## src/rtl/i2c_pkg.sv

```systemverilog
// rtl/i2c_pkg.sv - shared FSM state type and frame constants for the ball receiver
package i2c_pkg;

  typedef enum logic [2:0] {
    IDLE      = 3'd0,
    RX_YHI    = 3'd1,
    RX_YLO    = 3'd2,
    RX_VY     = 3'd3,
    RX_GRAV   = 3'd4,
    RX_COLL   = 3'd5,
    WAIT_STOP = 3'd6
  } rx_state_t;

  localparam int FRAME_BYTES            = 5;
  localparam int DEFAULT_TIMEOUT_CYCLES = 100000;

endpackage

```

## src/rtl/rx_timeout_timer.sv

```systemverilog
// rtl/rx_timeout_timer.sv - idle-cycle watchdog with clear, enable and expire pulse
module rx_timeout_timer #(
  parameter int TIMEOUT_CYCLES = 100000
) (
  input  logic clk,
  input  logic reset,
  input  logic clear,
  input  logic enable,
  output logic expire
);

  localparam int CW = (TIMEOUT_CYCLES > 2) ? $clog2(TIMEOUT_CYCLES) : 1;
  localparam logic [CW-1:0] LAST = CW'(TIMEOUT_CYCLES - 1);

  logic [CW-1:0] count;

  // A clear in the same cycle as the terminal count wins, so bus activity never times out.
  assign expire = enable && !clear && (count == LAST);

  always_ff @(posedge clk) begin
    if (reset || clear || expire) begin
      count <= '0;
    end else if (enable) begin
      count <= count + 1'b1;
    end
  end

endmodule

```

## src/rtl/ball_rx_decoder.sv

```systemverilog
// rtl/ball_rx_decoder.sv - assembles five-byte I2C ball frames into committed ball fields
module ball_rx_decoder
  import i2c_pkg::*;
#(
  parameter int TIMEOUT_CYCLES = DEFAULT_TIMEOUT_CYCLES,
  parameter int FRAME_BYTES    = i2c_pkg::FRAME_BYTES
) (
  input  logic       clk,
  input  logic       reset,
  input  logic       i2c_start,
  input  logic       i2c_stop,
  input  logic [7:0] rx_byte,
  input  logic       rx_byte_valid,
  input  logic       ball_ack,
  output logic [9:0] ball_y,
  output logic [7:0] ball_vy,
  output logic [1:0] gravity_counter,
  output logic       is_collusion,
  output logic       ball_valid,
  output logic       go_right,
  output logic       frame_error,
  output logic       responsing_i2c
);

  localparam rx_state_t LAST_RX = rx_state_t'(3'(FRAME_BYTES));

  rx_state_t  state, st_b;
  logic       err_flag, err_b;
  logic [1:0] sh_yhi, yhi_n;
  logic [7:0] sh_ylo, ylo_n;
  logic [7:0] sh_vy, vy_n;
  logic [1:0] sh_grav, grav_n;
  logic       sh_coll, coll_n;
  logic       timer_expire;

  assign responsing_i2c = (state != IDLE);

  rx_timeout_timer #(
    .TIMEOUT_CYCLES(TIMEOUT_CYCLES)
  ) u_timer (
    .clk   (clk),
    .reset (reset),
    .clear (i2c_start || i2c_stop || rx_byte_valid),
    .enable(state != IDLE),
    .expire(timer_expire)
  );

  // Byte effects are resolved first so a stop in the same cycle sees the completed frame.
  always_comb begin
    st_b   = state;
    err_b  = err_flag;
    yhi_n  = sh_yhi;
    ylo_n  = sh_ylo;
    vy_n   = sh_vy;
    grav_n = sh_grav;
    coll_n = sh_coll;
    if (rx_byte_valid) begin
      case (state)
        RX_YHI: begin
          yhi_n = rx_byte[1:0];
          err_b = err_b | (|rx_byte[7:2]);
        end
        RX_YLO:  ylo_n = rx_byte;
        RX_VY:   vy_n = rx_byte;
        RX_GRAV: begin
          grav_n = rx_byte[1:0];
          err_b  = err_b | (|rx_byte[7:2]);
        end
        RX_COLL: begin
          coll_n = rx_byte[0];
          err_b  = err_b | (|rx_byte[7:1]);
        end
        WAIT_STOP: err_b = 1'b1;
        default: ;
      endcase
      if (state != IDLE && state != WAIT_STOP) begin
        st_b = (state == LAST_RX) ? WAIT_STOP : rx_state_t'(state + 3'd1);
      end
    end
  end

  always_ff @(posedge clk) begin
    if (reset) begin
      state           <= IDLE;
      err_flag        <= 1'b0;
      sh_yhi          <= '0;
      sh_ylo          <= '0;
      sh_vy           <= '0;
      sh_grav         <= '0;
      sh_coll         <= 1'b0;
      ball_y          <= '0;
      ball_vy         <= '0;
      gravity_counter <= '0;
      is_collusion    <= 1'b0;
      ball_valid      <= 1'b0;
      go_right        <= 1'b0;
      frame_error     <= 1'b0;
    end else begin
      ball_valid  <= 1'b0;
      frame_error <= 1'b0;
      if (ball_ack) begin
        go_right <= 1'b0;
      end
      if (i2c_start) begin
        state    <= RX_YHI;
        err_flag <= 1'b0;
        sh_yhi   <= '0;
        sh_ylo   <= '0;
        sh_vy    <= '0;
        sh_grav  <= '0;
        sh_coll  <= 1'b0;
      end else if (state != IDLE) begin
        sh_yhi  <= yhi_n;
        sh_ylo  <= ylo_n;
        sh_vy   <= vy_n;
        sh_grav <= grav_n;
        sh_coll <= coll_n;
        if (i2c_stop) begin
          state    <= IDLE;
          err_flag <= err_b;
          if (st_b == WAIT_STOP && !err_b) begin
            ball_y          <= {yhi_n, ylo_n};
            ball_vy         <= vy_n;
            gravity_counter <= grav_n;
            is_collusion    <= coll_n;
            ball_valid      <= 1'b1;
            go_right        <= 1'b1;
          end else begin
            frame_error <= 1'b1;
          end
        end else if (timer_expire) begin
          state       <= IDLE;
          frame_error <= 1'b1;
        end else begin
          state    <= st_b;
          err_flag <= err_b;
        end
      end
    end
  end

endmodule

```

## config.mk

```make
export PLATFORM = sky130hd
export DESIGN_NAME = ball_rx_decoder
export DESIGN_NICKNAME = d
export VERILOG_FILES = /design/src/rtl/i2c_pkg.sv /design/src/rtl/rx_timeout_timer.sv /design/src/rtl/ball_rx_decoder.sv
export SDC_FILE = /design/constraint.sdc
export NUM_CORES = 1
export LEC_CHECK = 0
export ABC_AREA = 1
export BUFFER_PORTS_ARGS = -buffer_cell sky130_fd_sc_hd__buf_4
export CAP_MARGIN = 15
export CELL_PAD_IN_SITES_DETAIL_PLACEMENT = 1
export CELL_PAD_IN_SITES_GLOBAL_PLACEMENT = 1
export CORE_MARGIN = 2
export CORE_UTILIZATION = 45
export DETAILED_ROUTE_END_ITERATION = 8
export PLACE_DENSITY = 0.9
export SLEW_MARGIN = 10
export SYNTH_ARGS = -nofsm -noshare
export SYNTH_HDL_FRONTEND = slang
export SYNTH_SLANG_ARGS = --single-unit
```

## constraint.sdc

```tcl
create_clock -name clk -period 3.4 [get_ports clk]
set_input_delay 0.68 -clock clk [delete_from_list [all_inputs] [get_ports clk]]
set_output_delay 0.68 -clock clk [all_outputs]
set_load 0.005 [all_outputs]
```

## Word-level counts from Yosys, hierarchy flattened

Index checks and enable logic that the tools add are counted.

| word-level totals | value |
|---|---|
| register bits after elaboration | 66 |
| memories | 0 |
| bits in read-only memories | 0 |
| logic and storage cells | 83 |
| bits in writable memories | 0 |
| output and inout bits | 25 |
| bits in latches | 0 |

| operators by class | value |
|---|---|
| add/sub/neg operators | 2 |
| multipliers | 0 |
| shift operators | 0 |
| $lt $le $gt $ge | 0 |
| mux-type cells | 30 |
| bitwise logic cells | 5 |
| reduce and logical (&&, ||, !) cells | 20 |
| equality and inequality tests | 10 |
| divide/modulo/power cells | 0 |

Operators by type and width:

| operator | number |
|---|---|
| 2-to-1 mux 8 bit | 4 |
| adder 17 x 1 -> 17 bit, second input constant | 1 |
| == test 17 bit, second input constant | 1 |
| 2-to-1 mux 1 bit | 16 |
| 2-to-1 mux 3 bit | 5 |
| == test 3 bit, second input constant | 4 |
| 2-to-1 mux 2 bit | 4 |
| OR reduction 7 bit | 1 |
| == test 3 x 2 -> 1 bit, second input constant | 2 |
| OR reduction 6 bit | 1 |
| logical AND 1 bit | 4 |
| logical OR 1 bit | 4 |
| AND reduction 4 bit | 1 |
| OR reduction 2 bit | 2 |
| OR reduction 4 bit | 1 |
| adder 3 x 1 -> 3 bit, second input constant | 1 |
| == test 3 x 1 -> 1 bit, second input constant | 1 |
| != test 3 bit, second input constant | 1 |
| inverter 1 bit | 3 |
| one-hot mux 1 bit (3 select lines) | 1 |
| nonzero test 3 bit | 1 |
| OR reduction 3 bit | 1 |
| zero test 1 bit | 2 |
| != test 2 bit, second input constant | 1 |
| 3 further kinds | 4 |

## Longest topological paths before layout

Gate-level depths: netlist of the first run.

| logic depth | value |
|---|---|
| depth after elaboration | 10 |
| mapped depth | 14 |
| depth with buffers taken out | 13 |

## By module

From an unflattened synthesis of the first run, not the netlist that was laid out.

| unflattened totals | value |
|---|---|
| cells, all modules | 511 |
| area total of the unflattened synthesis | 3398.3 um^2 |

By module, submodules not included:

| module | sequential area each (um^2) | area an instance (um^2) | instances | cells an instance |
|---|---|---|---|---|
| ball_rx_decoder | 980.9 | 2463.6 | 1 | 368 |
| rx_timeout_timer | 340.3 | 934.6 | 1 | 143 |

## Least setup slack after synthesis of the first run

Ideal clock, no wire load.

| path | value |
|---|---|
| path type | register to output |
| start | register state[0] |
| end | output port responsing_i2c |
| arrival time | 1.302 ns |
| stages on the path, launching flop included | 6 |
| slack | 1.418 ns |
| buffers on the path | 2 |
| path through | dfxtp_1 -> inv_1 -> ha_1 -> nand2_4 -> buf_2 -> buf_1 |

| on the way | value |
|---|---|
| cells in the longest elaborated chain, start to end | 1 |

RTL lines:

| what | line | RTL |
|---|---|---|
| from (decl) | ball_rx_decoder.sv:27 | `rx_state_t state, st_b;` |
| from (signal assigned) | ball_rx_decoder.sv:135 | `state <= st_b;` |
| nonzero test 3 bit | ball_rx_decoder.sv:36 | `assign responsing_i2c = (state != IDLE);` |
| to (decl) | ball_rx_decoder.sv:22 | `output logic responsing_i2c` |

Every way passes these cells.

## Worst setup path in the final report of the first run

| path | value |
|---|---|
| start | register state[0] |
| end | register ball_vy[2] |

| on the way | value |
|---|---|
| cells in the longest elaborated chain, start to end | 7 |
| elaborated cells between the ends (all ways) | 21 |
| those cells by class | add/sub (1); eq/ne (7); mux (7); reduce/logical (6) |

RTL lines:

| what | line | RTL |
|---|---|---|
| adder 3 x 1 -> 3 bit (tied with other cells) | ball_rx_decoder.sv:77 | `st_b = (state == LAST_RX) ? WAIT_STOP : rx_state_t'(state + 3'd1);` |
| 2-to-1 mux 3 bit (tied with other cells) | ball_rx_decoder.sv:77 |  |
| 2-to-1 mux 3 bit or one-hot mux 1 bit (3 select lines) (tied branches) | ball_rx_decoder.sv:76, ball_rx_decoder.sv:58 |  |
| 2-to-1 mux 3 bit or 2-to-1 mux 1 bit (tied branches) | ball_rx_decoder.sv:57 | `if (rx_byte_valid) begin` |
| == test 3 bit or zero test 1 bit (tied branches) | ball_rx_decoder.sv:121 | `if (st_b == WAIT_STOP && !err_b) begin` |
| logical AND 1 bit | ball_rx_decoder.sv:121 |  |
| AND reduction 4 bit (no source line) | -- |  |
| to (signal assigned) | ball_rx_decoder.sv:123 | `ball_vy <= vy_n;` |
| to (decl) | ball_rx_decoder.sv:16 | `output logic [7:0] ball_vy,` |

Parallel ways exist; a longest one is shown, timed or not.
A chain may end at the register's enable or synchronous reset.

==> results of run 1 <==
-- cell families after synthesis --
logic type      count (synthesis)  share of synthesized area, %
flops                          66                          39.1
mux                             6                          1.78
simple gates                  238                          31.3
buf+inv                       116                          13.9
xor+xnor                        6                          1.55
fa+ha+maj                       6                          2.22
compound gates                 63                          10.1
-- flip-flops by register name (all words and copies together) (netlist names), 2 cells and up --
| signal | count |
|---|---|
| u_timer.count | 17 |
| state | 3 |
| sh_grav | 2 |
| gravity_counter | 2 |
| sh_ylo | 8 |
| ball_y | 10 |
| ball_vy | 8 |
| sh_vy | 8 |
| sh_yhi | 2 |
-- layout make-up --
type / instances / share of cell area, %
clock inverter: 4 / 1.24
timing repair buffer: 43 / 8.22
inverter: 94 / 9.05
tap: 99 / 3.15
clock buffer: 12 / 4.21
multi-input combinational: 319 / 40.5
sequential: 66 / 33.6
-- how the worst max path moves through the flow --
stage,from,to,slack [ps]
after floorplan,state[0],responsing_i2c,1420
after global placement,state[0],ball_y[1],810
after detailed placement,state[0],ball_y[4],650
after CTS,state[0],ball_vy[2],550
after global routing,state[0],ball_vy[1],260
final,state[0],ball_vy[2],550
-- per-layer routing --
metal  up-vias  global-route usage, %  routed length (um)
met4         0                   11.2                 244
li1       1638                      -                   -
met2        71                   42.8                4800
met3        26                   4.59                 381
met5         -                      0                   0
met1      1596                   27.1                4050
-- power groups by stage --
stage	sequential (uW)	combinational [uW]	clock, uW
after floorplan	806	86.5	0
after global placement	807	124	0
after detailed placement	808	128	0
after CTS	790	131	717
after global routing	792	146	755
final	791	131	711
-- synthesized netlist by cell type, types with 2 or more instances --
cell type,instances
inv_1,79
dfxtp_1,66
nor3b_1,3
a21oi_1,34
o211ai_1,10
nor4_1,2
nor2_1,63
nor3_1,15
clkbuf_1,7
nand3_1,20
o21ai_0,15
buf_6,3
inv_2,14
o21ai_1,2
nand2_1,105
ha_1,6
xor2_1,5
nor2_4,2
buf_2,8
buf_1,4
mux2i_1,6
nand4_1,22
-- metrics by stage --
| stage | utilization, % | instance area (um2) | setup WS [ps] | power, uW |
|---|---|---|---|---|
| after floorplan | - | 3380 | 1420 | 893 |
| after global placement | 51.2 | 3710 | 805 | 931 |
| after detailed placement | 51.2 | 3710 | 650 | 936 |
| after CTS | 54.1 | 3930 | 550 | 1640 |
| after global routing | 54.1 | 3930 | 258 | 1690 |
| final | 54.1 | 3930 | 552 | 1630 |
-- tightest hold or removal path, cell delays in order, from the launching register on --
cell	delay [ps]
dfxtp_1	330
nand2_1	70
a21oi_1	60
==> results.sh, run 1 <==
export IMPL_outcome="finished, final reports clean"
export IMPL_worst_path_stages=11
export IMPL_first_pass_iters=7
export IMPL_ys_ff_latch=66
export IMPL_synth_cells=501
export IMPL_cts_tree="done"
export IMPL_synth_area_um2=3380
export IMPL_clock_root_buffer="clkbuf_8"
export IMPL_finalSetupViolCount=0
export IMPL_synth_edf_count=0
export IMPL_fin_crit_ps=2850
export IMPL_placedCellCount=621
export IMPL_regToRegSetupSlack_ps=550
export IMPL_holdWs_ps=499
export IMPL_power_switching_uw=410
export IMPL_timing_rr_end="ball_vy[2]"
export IMPL_finalMaxSlewViolations=0
export IMPL_hold_viol=0
export IMPL_cp_start_kind="flop"
export IMPL_async_flop_share_pct=0
export IMPL_ys_seq_area_share_pct=39.1
export IMPL_clockBufferDepth=2
export IMPL_cpPeakStageDelay_ps=460
export IMPL_die_w_um=90.7
export IMPL_cp_max_fo=52
export IMPL_clkTransAtPathRegs_ps=70
export IMPL_layout_cells_most_common_list="nand2_1, inv_1, dfxtp_1, nor2_1, buf_4"
export IMPL_min_from="u_timer.count[1]"
export IMPL_synth_top_cell_area_share_pct=39.1
export IMPL_r2r_cells=11
export IMPL_grt_pass1_vias=3470
export IMPL_setup_tns_ps=0
export IMPL_p_leak_uw=0.00185
export IMPL_clkSinkCount=66
export IMPL_avgSynthCellArea_um2=6.75
export IMPL_io_buffers=38
export IMPL_regArea_um2=1320
export IMPL_num_io_pins=39
export IMPL_h_tree_depth=3
export IMPL_first_iter_violations=84
export IMPL_crit_type="reg -> reg"
export IMPL_rsz0062_at_grt="no"
export IMPL_cts_hold_buf=0
export IMPL_synth_warnings=0
export IMPL_ys_flop_type="dfxtp_1"
export IMPL_initial_core_util_pct=46.6
export IMPL_die_h_um=90.7
export IMPL_crit_buf_inv=2
export IMPL_viasPerCell=5.23
export IMPL_hp_class="reg -> reg"
export IMPL_multi_input_comb_area_um2=1590
export IMPL_path_cells="inv_1 > ha_1 > nand2_4 > nand3_2 > nand2_1 > o21ai_1 > nor2_4 > nand3_4 > nand2_1 > inv_1 > nor2_1"
export IMPL_required_ps=3690
export IMPL_num_rows=31
export IMPL_ys_types=32
export IMPL_r2r_start="state[0]"
export IMPL_p_int_uw=1220
export IMPL_irDropWorstVdd_mv=0.172
export IMPL_clock_latency_ps=350
export IMPL_die_area_um2=8220
export IMPL_drc=0
export IMPL_critPathSlowestCell="nor2_4"
export IMPL_grt_max_degree=53
export IMPL_drt_total_wl_um=9480
export IMPL_ant_nets=0
export IMPL_cap_violations=0
export IMPL_crit_arrival_ps=3140
export IMPL_grtUsageTotal_pct=23.9
export IMPL_worst_slew_pin_slew_ps=580
export IMPL_combPwrFrac_pct=8.1
export IMPL_post_cts_buffers=0
export IMPL_synth_area_leaders="dfxtp_1, nand2_1, inv_1"
export IMPL_nets=553
export IMPL_period_share_pct=83.8
export IMPL_path_delay_family="simple AND/OR/NAND/NOR gates"
export IMPL_layout_drive_gt1_share_pct=14.9
export IMPL_diodes=0
export IMPL_holdPathEnd="u_timer.count[1]"
export IMPL_gp_congestion=0.877
export IMPL_drt_wirelength_per_cell_um=14.9
export IMPL_fill_cells=993
export IMPL_p_per_area_nw_per_um2=416
export IMPL_cts_resized=0
export IMPL_seq_power_share_pct=48.4
export IMPL_p_clk_share_pct=43.5
export IMPL_fmax_ghz=0.351
export IMPL_cts_made_buffers=9
export IMPL_end_kind="flop"
export IMPL_stdcell_count=637
export IMPL_area_growth_pct=16.1
export IMPL_grt_pass1_wl_um=15900
export IMPL_clock_skew_ps=8.79
export IMPL_antenna_found_initial=0
export IMPL_yosys_area_top_type="dfxtp_1"
export IMPL_mostFrequentLayoutCell="nand2_1"
export IMPL_p_sw_share_pct=25.1
export IMPL_grt_overflow=0
export IMPL_vias=3331
export IMPL_syn_nets=521
export IMPL_relSlewSlack_pct=61.2
export IMPL_whs_path_depth=2
export IMPL_dpl_hpwl_um=6760
export IMPL_core_area_um2=7250
Note: power is estimated with default switching activity, not from simulation.
==> run 2: changes to the inputs <==
- ABC_AREA: 1 -> 0
- CORE_UTILIZATION: 45 -> 39
- PLACE_DENSITY: 0.9 -> 0.8
- clock period: 3.4 -> 2.3 ns (I/O delays scaled with it)
==> run 2 against run 1 <==
- final cell count fell by 19%
- critical path type unchanged
- hold slack got worse by 100 ps
- area after synthesis fell by 8.2%
- sequential power rose by 45%
- via count fell by 15%
- largest cell class unchanged
- combinational power rose by 17%
- count of clock-buffer cells in the layout fell by 3
- synthesized cell count fell by 28%
==> results.sh, run 2 <==
export IMPL_outcome="finished, final reports clean"
export IMPL_synth_warnings=0
export IMPL_grt_pass1_wl_um=14600
export IMPL_diodes=0
export IMPL_regMostFlops="u_timer.count"
export IMPL_finalMaxSlewViolations=0
export IMPL_clock_skew_ps=11.9
export IMPL_crit_type="reg -> reg"
export IMPL_relSlewSlack_pct=63.6
export IMPL_avgSynthCellArea_um2=8.65
export IMPL_synth_area_um2=3100
export IMPL_nets=427
export IMPL_design_area_um2=3860
export IMPL_syn_nets=379
export IMPL_first_iter_violations=82
export IMPL_cpPeakStageDelay_ps=410
export IMPL_synth_cells=359
export IMPL_num_rows=32
export IMPL_cp_max_fo=11
export IMPL_grtUsageTotal_pct=21.2
export IMPL_ys_ff_latch=66
export IMPL_finalSetupViolCount=0
export IMPL_required_ps=2550
export IMPL_grt_pass1_vias=3015
export IMPL_synth_commonest_cells="dfxtp_1, a21oi_1, nand2_1"
export IMPL_largestRegisters="u_timer.count x17, ball_y x10"
export IMPL_ys_flop_type="dfxtp_1"
export IMPL_viasPerCell=5.54
export IMPL_post_synth_top_count_cell="dfxtp_1"
export IMPL_irDropWorstVdd_mv=0.324
export IMPL_layout_cells_most_common_list="dfxtp_1, buf_4, a21oi_1, nand2_1, nor2_1"
export IMPL_num_io_pins=39
export IMPL_async_flop_share_pct=0
export IMPL_end_kind="flop"
export IMPL_initial_core_util_pct=40.2
export IMPL_drt_total_wl_um=9120
export IMPL_grt_max_degree=27
export IMPL_drc=0
export IMPL_ant_nets=0
export IMPL_mostFrequentLayoutCell="dfxtp_1"
export IMPL_p_leak_uw=0.00138
export IMPL_path_delay_family="compound AO/OA/AOI/OAI gates"
export IMPL_ys_seq_area_share_pct=42.6
export IMPL_hold_viol=0
export IMPL_cts_made_buffers=9
export IMPL_io_buffers=38
export IMPL_holdWs_ps=398
export IMPL_area_growth_pct=24.5
export IMPL_cap_violations=0
export IMPL_clock_root_buffer="clkbuf_8"
export IMPL_critPathSlowestCell="or3b_1"
export IMPL_postPlaceCellArea_um2=3520
export IMPL_grt_overflow=0
export IMPL_die_w_um=93.2
export IMPL_yosys_area_top_type="dfxtp_1"
export IMPL_largest_reg_flops=17
export IMPL_drt_wirelength_per_cell_um=17.7
export IMPL_clkSinkCount=66
export IMPL_clock_latency_ps=360
export IMPL_vias=2845
export IMPL_clkTransAtPathRegs_ps=80
export IMPL_cts_tree="done"
export IMPL_p_per_area_nw_per_um2=626
export IMPL_fmax_ghz=0.446
export IMPL_cp_start_kind="flop"
export IMPL_crit_arrival_ps=2490
export IMPL_core_area_um2=7730
export IMPL_layout_drive_gt1_share_pct=24.5
export IMPL_path_cells="buf_4 > ha_2 > or3b_1 > a211oi_4 > a211oi_4 > buf_6 > and2_4 > a211oi_1"
export IMPL_ys_types=44
export IMPL_h_tree_depth=3
export IMPL_fin_crit_ps=2240
export IMPL_cpMostUsedCell="a211oi_4"
export IMPL_synth_area_leaders="dfxtp_1, a21oi_1, nand2_1"
export IMPL_hp_class="in -> reg"
export IMPL_first_pass_iters=4
export IMPL_worst_slew_pin_slew_ps=544
export IMPL_die_h_um=93.2
export IMPL_antenna_found_initial=0
export IMPL_gp_congestion=0.809
export IMPL_die_area_um2=8690
export IMPL_synth_edf_count=0
export IMPL_dpl_hpwl_um=6040
export IMPL_period_share_pct=97.6
export IMPL_crit_buf_inv=2
export IMPL_clockBufferDepth=2
export IMPL_synth_top_cell_area_share_pct=42.6
==> run 2: cell count changes after synthesis, moves of 8 or more <==
cell	before	now
a211oi_1	0	15
a21oi_1	34	47
inv_1	79	8
inv_2	14	0
mux2i_1	6	14
nand2_1	105	43
nand4_1	22	8
nor2_1	63	31
nor3_1	15	7
o211ai_1	10	0
xnor2_1	1	12
==> run 2: layer usage <==
metal / part of all wire [%] / vias up / GRT usage (%)
met5: 0 / - / 0
met2: 53 / 41 / 38.2
met4: 2.2 / 0 / 9.56
met1: 43 / 1411 / 24.5
met3: 2.2 / 17 / 3.79
li1: - / 1376 / -
==> run 2: logic make-up (layout without fill, tap and decap cells) <==
kind of cell | after synthesis | in the layout | share of synthesized area [%]
AND/OR/NAND/NOR | 136 | 137 | 21.2
buffers and inverters | 33 | 85 | 5.52
XOR/XNOR | 16 | 16 | 4.51
AO/OA/AOI/OAI | 88 | 88 | 19.2
adder cells (fa/ha/maj) | 6 | 6 | 2.42
flip-flops | 66 | 66 | 42.6
multiplexers | 14 | 14 | 4.51
==> run 2: timing repair <==
| item | in CTS | in global routing |
|---|---|---|
| setup endpoints to repair | 4 | 22 |
| gates resized for setup | 1 | 15 |
| cloned | 0 | 3 |
| pin swaps | 0 | 6 |
| hold buffers | 0 | 0 |
| buffers inserted | 0 | 1 |
==> run 2: path summary, 6_finish.rpt <==
kind,startpoint,endpoint,slack (ps),cells after the start
worst max-delay path,state[0],ball_y[2],60,8
worst min register to register,sh_vy[5],sh_vy[5],460,2
worst max register to register,state[0],ball_y[2],60,8
worst min-delay path,rx_byte[2],sh_ylo[2],400,3
==> run 2: final cells by class <==
type | count | area, um2
clock buffers | 9 | 124
clock inverters | 7 | 100
fillers | 931 | 3860
multi-input cells | 261 | 1670
flip-flops and latches | 66 | 1320
inverters | 9 | 36.3
well taps | 102 | 128
repair buffers | 60 | 488
==> run 2: worst register-to-register path: stages, from the launching register on <==
cell	delay, ps
dfxtp_1	310
buf_4	170
ha_2	230
or3b_1	410
a211oi_4	300
a211oi_4	90
buf_6	150
and2_4	200
a211oi_1	280
==> run 2: report_power, final <==
| group | switching, uW | internal, uW |
|---|---|---|
| Combinational | 96.9 | 56.5 |
| Clock | 497 | 619 |
| Sequential | 2.23 | 1150 |
==> run 2: per-stage QoR <==
step / TNS [ps] / total power [uW] / utilization (%) / setup WS (ps) / std cells
after floorplan: 0 / 1250 / - / 27.9 / 359
after global placement: 0 / 1320 / 45.6 / 100 / 494
after detailed placement: -8.57 / 1320 / 45.6 / -4.57 / 494
after CTS: 0 / 2430 / 48.6 / 33.7 / 510
after global routing: -58.4 / 2490 / 50.0 / -43.0 / 514
final: 0 / 2420 / 50.0 / 56.1 / 514
